`src/rtl/shift_left_iterative.sv`:
```
// Iterative 32-bit logical left shifter.
// A start latches the operand and amount, then five SHIFT cycles apply the
// power-of-two stages 16, 8, 4, 2, 1 in that order. The latency is fixed for
// every amount, including zero.
// The result is registered and held until the next completion or reset.
module shift_left_iterative (
    input  logic        clock,
    input  logic        reset,
    input  logic        ctrl_start,
    input  logic [31:0] data_operandA,
    input  logic [4:0]  ctrl_shiftamt,
    output logic [31:0] data_result,
    output logic        data_resultRDY,
    output logic        ctrl_busy
);

    typedef enum logic [1:0] {
        IDLE  = 2'd0,
        SHIFT = 2'd1,
        DONE  = 2'd2
    } state_t;

    state_t      state_q;
    logic [31:0] work_q;
    logic [31:0] work_d;
    logic [31:0] result_q;
    logic [4:0]  amt_q;
    logic [2:0]  stage_q;
    logic        rdy_q;
    logic        busy_q;

    // Working value after applying the current stage (shift by 2^stage if that amount bit is set)
    always_comb begin
        work_d = work_q;
        case (stage_q)
            3'd4:    if (amt_q[4]) work_d = {work_q[15:0], 16'h0000};
            3'd3:    if (amt_q[3]) work_d = {work_q[23:0], 8'h00};
            3'd2:    if (amt_q[2]) work_d = {work_q[27:0], 4'h0};
            3'd1:    if (amt_q[1]) work_d = {work_q[29:0], 2'b00};
            3'd0:    if (amt_q[0]) work_d = {work_q[30:0], 1'b0};
            default: work_d = work_q;
        endcase
    end

    // Control FSM with registered busy/ready outputs and the datapath registers
    always_ff @(posedge clock or posedge reset) begin
        if (reset) begin
            state_q  <= IDLE;
            work_q   <= 32'h0000_0000;
            result_q <= 32'h0000_0000;
            amt_q    <= 5'd0;
            stage_q  <= 3'd0;
            rdy_q    <= 1'b0;
            busy_q   <= 1'b0;
        end else begin
            rdy_q <= 1'b0;
            case (state_q)
                IDLE: begin
                    if (ctrl_start) begin
                        work_q  <= data_operandA;
                        amt_q   <= ctrl_shiftamt;
                        stage_q <= 3'd4;
                        busy_q  <= 1'b1;
                        state_q <= SHIFT;
                    end
                end
                SHIFT: begin
                    // Start requests are ignored here; latched operands stay put
                    work_q <= work_d;
                    if (stage_q == 3'd0) begin
                        // Last stage: publish the result; stage index stays at 0
                        result_q <= work_d;
                        rdy_q    <= 1'b1;
                        busy_q   <= 1'b0;
                        state_q  <= DONE;
                    end else begin
                        stage_q <= stage_q - 3'd1;
                    end
                end
                DONE: begin
                    // A start seen in the ready cycle begins the next shift immediately
                    if (ctrl_start) begin
                        work_q  <= data_operandA;
                        amt_q   <= ctrl_shiftamt;
                        stage_q <= 3'd4;
                        busy_q  <= 1'b1;
                        state_q <= SHIFT;
                    end else begin
                        state_q <= IDLE;
                    end
                end
                default: begin
                    busy_q  <= 1'b0;
                    state_q <= IDLE;
                end
            endcase
        end
    end

    assign data_result    = result_q;
    assign data_resultRDY = rdy_q;
    assign ctrl_busy      = busy_q;

endmodule

```
`config.mk`:
```
export PLATFORM = sky130hd
export DESIGN_NAME = shift_left_iterative
export DESIGN_NICKNAME = d
export VERILOG_FILES = /design/src/rtl/shift_left_iterative.sv
export SDC_FILE = /design/constraint.sdc
export NUM_CORES = 1
export LEC_CHECK = 0
export ABC_AREA = 1
export ABC_CLOCK_PERIOD_IN_PS = 4700
export BUFFER_PORTS_ARGS = -buffer_cell sky130_fd_sc_hd__clkbuf_2
export CAP_MARGIN = 20
export CORE_UTILIZATION = 30
export DETAILED_ROUTE_END_ITERATION = 12
export PLACE_DENSITY = 0.57
export REMOVE_ABC_BUFFERS = 1
export SLEW_MARGIN = 40
export SYNTH_ARGS = -nofsm -noshare
export SYNTH_HDL_FRONTEND = slang
export SYNTH_SLANG_ARGS = --single-unit
```
`constraint.sdc`:
```
create_clock -name clock -period 4.7 [get_ports clock]
set_input_delay 0.235 -clock clock [delete_from_list [all_inputs] [get_ports clock]]
set_output_delay 0.235 -clock clock [all_outputs]
set_load 0.03 [all_outputs]
```
* Word level (Yosys, flattened, before mapping) *
Index checks and enable logic that the tools add are counted.

storage, ports and cells
  register bits = 76
  bits in latches = 0
  memory bits (writable) = 0
  memory bits (read-only) = 0
  input port bits = 40
  output and inout bits = 34
  word-level logic and storage cells = 48
  memories = 0

cells by class
  add/subtract/negate cells = 1
  multiply operators = 0
  div/mod/pow operators = 0
  magnitude comparators = 0
  eq/ne operators = 10
  shifts and indexed selects = 0
  muxes and demuxes = 20
  bitwise logic cells = 0
  reduce and logical (&&, ||, !) cells = 10

operators by type and width
  kind                                                    number
  2-to-1 mux 32 bit                                       6
  case mux 32 bit (5 select lines)                        1
  case mux 32 bit (2 select lines)                        1
  AND reduction 2 bit                                     5
  equality test 3 x 2 -> 1 bit (second input constant)    2
  2-to-1 mux 3 bit                                        2
  inequality test 2 bit (second input constant)           3
  case mux 2 bit (3 select lines)                         1
  case mux 3 bit (2 select lines)                         1
  2-to-1 mux 1 bit                                        5
  2-to-1 mux 2 bit                                        2
  equality test 3 x 1 -> 1 bit (second input constant)    1
  equality test 3 bit (second input constant)             1
  zero test 3 bit                                         1
  AND reduction 3 bit                                     1
  subtractor 3 x 1 -> 3 bit (second input constant)       1
  equality test 2 x 1 -> 1 bit (second input constant)    1
  equality test 2 bit (second input constant)             1
  zero test 2 bit                                         1
  inequality test 2 x 1 -> 1 bit (second input constant)  1
  case mux 1 bit (2 select lines)                         1
  nonzero test 2 bit                                      1
  OR reduction 2 bit                                      1

* Depth between registers and ports, before layout *
  depth after elaboration = 4
  mapped depth = 12
  gate-level depth less buffers = 12

* Least setup slack after synthesis *
Ideal clock, no wire load.

  kind = reg2reg
  start point = register stage_q[0]
  end point = register work_q[4]
  setup time = 65 ps
  arrival = 1475 ps
  required time = 4635 ps
  path slack = 3160 ps
  stages on the path, launching flop included = 13
  cells stage by stage = dfrtp_1 > inv_1 > ha_1 > nand2_2 > inv_2 > nand2_1 > nand2_1 > inv_2 > nand2_2 > nand2_1 > nand3_1 > nand2_1 > nand2_1

on the way
  word-level cells in the longest chain between the ends = 3
  elaborated cells on any way between the ends = 7
  those cells by class = 4 x eq/ne; 2 x mux; 1 x reduce/logical

ends and longest elaborated chain
  element                                               line  RTL
  start: declaration                                    28    logic [2:0] stage_q;
  start signal: assignment                              77    stage_q <= stage_q - 3'd1;
  equality test 3 x 1 -> 1 bit (tied with other cells)  35    case (stage_q)
  case mux 32 bit (5 select lines) *                    35
  case mux 32 bit (2 select lines) *                    57    case (state_q)
  end signal: assignment                                60    work_q <= data_operandA;
  end signal: assignment                                69    work_q <= work_d;
  end signal: assignment                                83    work_q <= data_operandA;
  end: declaration                                      24    logic [31:0] work_q;

Every way passes the cells marked *; elsewhere a longest branch is shown, timed or not.
A chain may end at the register's enable or synchronous reset.

* Worst setup path after layout *
  start point = register state_q[0]
  end point = register result_q[25], in the netlist data_result[25]

on the way
  word-level cells in the longest chain between the ends = 2

ends and longest elaborated chain
  element                               line  RTL
  start: declaration                    23    state_t state_q;
  start signal: assignment              48    state_q <= IDLE;
  start signal: assignment              64    state_q <= SHIFT;
  start signal: assignment              75    state_q <= DONE;
  equality test 2 x 1 -> 1 bit          57
  AND reduction 2 bit (no source line)  -
  end signal: assignment                72    result_q <= work_d;
  end: declaration                      26    logic [31:0] result_q;

No other way between the ends.

==> summary.md <==
| Metric | Value |
|---|---|
| Status | `finished clean` |
| DR WL/cell | `between 15 and 20 um` |
| Cell with the largest stage delay on the worst path | `dfrtp_1` |
| Worst EP arrival | `approximately 3000 ps` |
| RD Place Congestion | `slightly above 0.8` |
| Max cap viols | `0` |
| Num rows | `51` |
| Post-Synthesis Cells | `just over 1000` |
| Drt drc | `0` |
| Core box area | `19700 um2` |
| DR iter-0 viols | `575` |
| I/O Buffers | `73` |
| Final Hold Viols | `0` |
| Crit path largest cell delay | `around 740 ps` |
| Setup Fix Bufs, Post-CTS | `0` |
| Hold buffers post-CTS | `1` |
| Cell-by-cell trace of the critical path | `inv_2 -> nor2_4 -> inv_2 -> nor2_4 -> inv_2 -> nand2_1 -> nand2_1` |
| Vias/cell | `5.03` |
| CTS Buffer Depth | `2` |
| WL final | `20100 um` |
| CTS buffer count | `9` |
| Commonest non-fill, non-tap cell in the layout | `nand2_1` |
| PD cells | `approximately 860 nW/um2` |
| Unique masters post-synth | `20` |
| DP Worst Slack | `1910 ps` |
| Clock Skew | `about 7.7 ps` |
| VDD IR max | `0.000315 V` |
| CP required | `4940 ps` |
| Mapped Area | `slightly above 6000 um2` |
| Crit path top cell by count | `inv_2` |
| Clock-pin transition on the worst setup and hold timing paths | `approximately 60 ps` |
| Total Neg Setup Slack | `0 ps` |
| Drt first pass iters | `5` |
| I/O Pins | `74` |
| Die Y | `between 100 and 150 um` |
| Slew Viols, Final | `0` |
| Final nets | `1109` |
| Die area | `20800 um2` |
| Die width | `144 um` |
| Filler cells | `2212` |
| Register bit count reported by yosys | `76` |
| Antenna Cells | `0` |
| R2r worst-path depth | `7` |
| Fmax | `364 MHz` |
| Final Setup Violations | `0` |
| Vias in the first global route | `roughly 6400` |
| Max_slew headroom | `between 40% and 50%` |
| Worst slew pin tran | `807 ps` |
| Total grt overflow | `0` |
| Antenna Nets Post-Route | `0` |
| Delay-heaviest family, CP | `simple AND/OR/NAND/NOR gates` |
| Depth of the worst hold-timing path | `3` |
| # H-tree levels | `3` |
| WP depth | `7` |
| Area growth, synth to finish | `13.7%` |
| Critical path peak fanout | `29` |
| CP Class | `reg2reg` |
| Worst Hold Class | `in2reg` |
| GRT Util Overall | `roughly a fifth` |
| RSZ-0062 raised after global routing | `no` |
| Min Tclk post-route | `2750 ps` |
| Share of post-route cells with drive strength above 1 | `between 10% and 20%` |
| Type of origin of the critical path | `flop` |
| Worst setup EP type | `flop` |
| CTS resizes | `0` |
| Root Buffer | `clkbuf_16` |
| Initial antenna violation count | `0` |
| Initial core utilization | `a little under a third` |
| Clk_lat worst skew | `about 350 ps` |
| Synth Warn # | `0` |
| Mean Syn Cell Area | `5.86 um2` |
| WP buf/inv | `3` |
| Sequential area share after synthesis | `a little under a third` |
| CTS tree | `built` |
| Lkg Pwr | `3.72 nW` |
| Placed wire-length estimate | `13100 um` |
| Via count | `6702` |
| Worst setup margin | `a little under 2000 ps` |
| Period utilization | `58.5%` |
| Most frequent cells in the layout | `nand2_1, nand3_1, nor2_1` |
| Pin count of the biggest net entering global routing | `just under 70` |
| Global-route wire length before repair | `33200 um` |
| Clock sink count | `76` |
final cells by class:
cell class	count	area, um2	area share [%]
Tap cell	265	332	4.81
Sequential cell	76	1900	27.6
Clock inverter	2	60.1	0.871
Timing Repair Buffer	87	500	7.26
Clock buffer	13	250	3.63
Multi-Input combinational cell	837	3650	52.9
Inverter	53	200	2.90
stage by stage:
stage                     utilization, %  power, mW  instances  hold slack, ps  cell area [um2]
final                               35.1       5.89       1333            96.1             6890
after global placement              33.2       5.06       1315             128             6520
after global routing                35.1       6.51       1333             131             6890
after detailed placement            33.3       5.12       1316             131             6540
after CTS                           34.9       5.90       1332            92.7             6860
after floorplan                        -       3.96        966             356             5730
path summary, 6_finish.rpt:
kind                                   end  slack (ps)        startpoint
max                        data_result[25]        1950        state_q[0]
min                               amt_q[4]         100  ctrl_shiftamt[4]
max reg2reg                data_result[25]        1950        state_q[0]
min reg2reg                data_result[26]         480   data_result[26]
max in group asynchronous  data_result[25]        3510             reset
min in group asynchronous   data_result[5]         300             reset
cells in the mapped netlist:
cell type	number	area, um2
nand2_1	451	1690
nand3_1	174	871
nor2_1	110	413
dfrtp_1	76	1900
buf_2	44	220
inv_1	44	165
o21ai_0	25	125
nand4_1	22	138
a21oi_1	16	80.1
clkbuf_1	14	52.6
o211ai_1	12	90.1
a31oi_1	10	62.6
inv_2	9	33.8
buf_4	6	45.0
ha_1	5	62.6
nor2_2	5	31.3
buf_1	4	15.0
nor2_4	4	45.0
nand2_2	2	12.5
o22ai_1	1	6.26
state kept, by name (all words and copies together) (netlist names):
name and flops:
amt_q 5, ctrl_busy 1, data_result 32, data_resultRDY 1, stage_q 3, state_q 2, work_q 32
cell families after synthesis:
kind of cell | Yosys count | share of synthesized area (%)
fa+ha+maj | 5 | 1.03
buf+inv | 121 | 8.77
flops | 76 | 31.4
simple gates | 768 | 52.8
compound gates | 64 | 6.01
routing by layer:
layer	track usage [%]	vias up	share of wire [%]
li1	-	3369	-
met5	0	-	0
met2	33.1	210	45
met4	7.59	0	1.8
met1	27.6	3099	47
met3	3.08	24	5.4
power by group:
group / internal [mW] / total [mW] / switching, mW / leakage [nW]
combinational: 1.09 / 3.78 / 2.68 / 2.65
clock: 0.477 / 0.753 / 0.275 / 0.150
sequential: 0.996 / 1.36 / 0.367 / 0.920
tightest hold or removal path, stage by stage:
cell and delay (ps):
clkbuf_2 80, nand2_1 40, o21ai_0 60
Note: power is estimated with default switching activity, not from simulation.
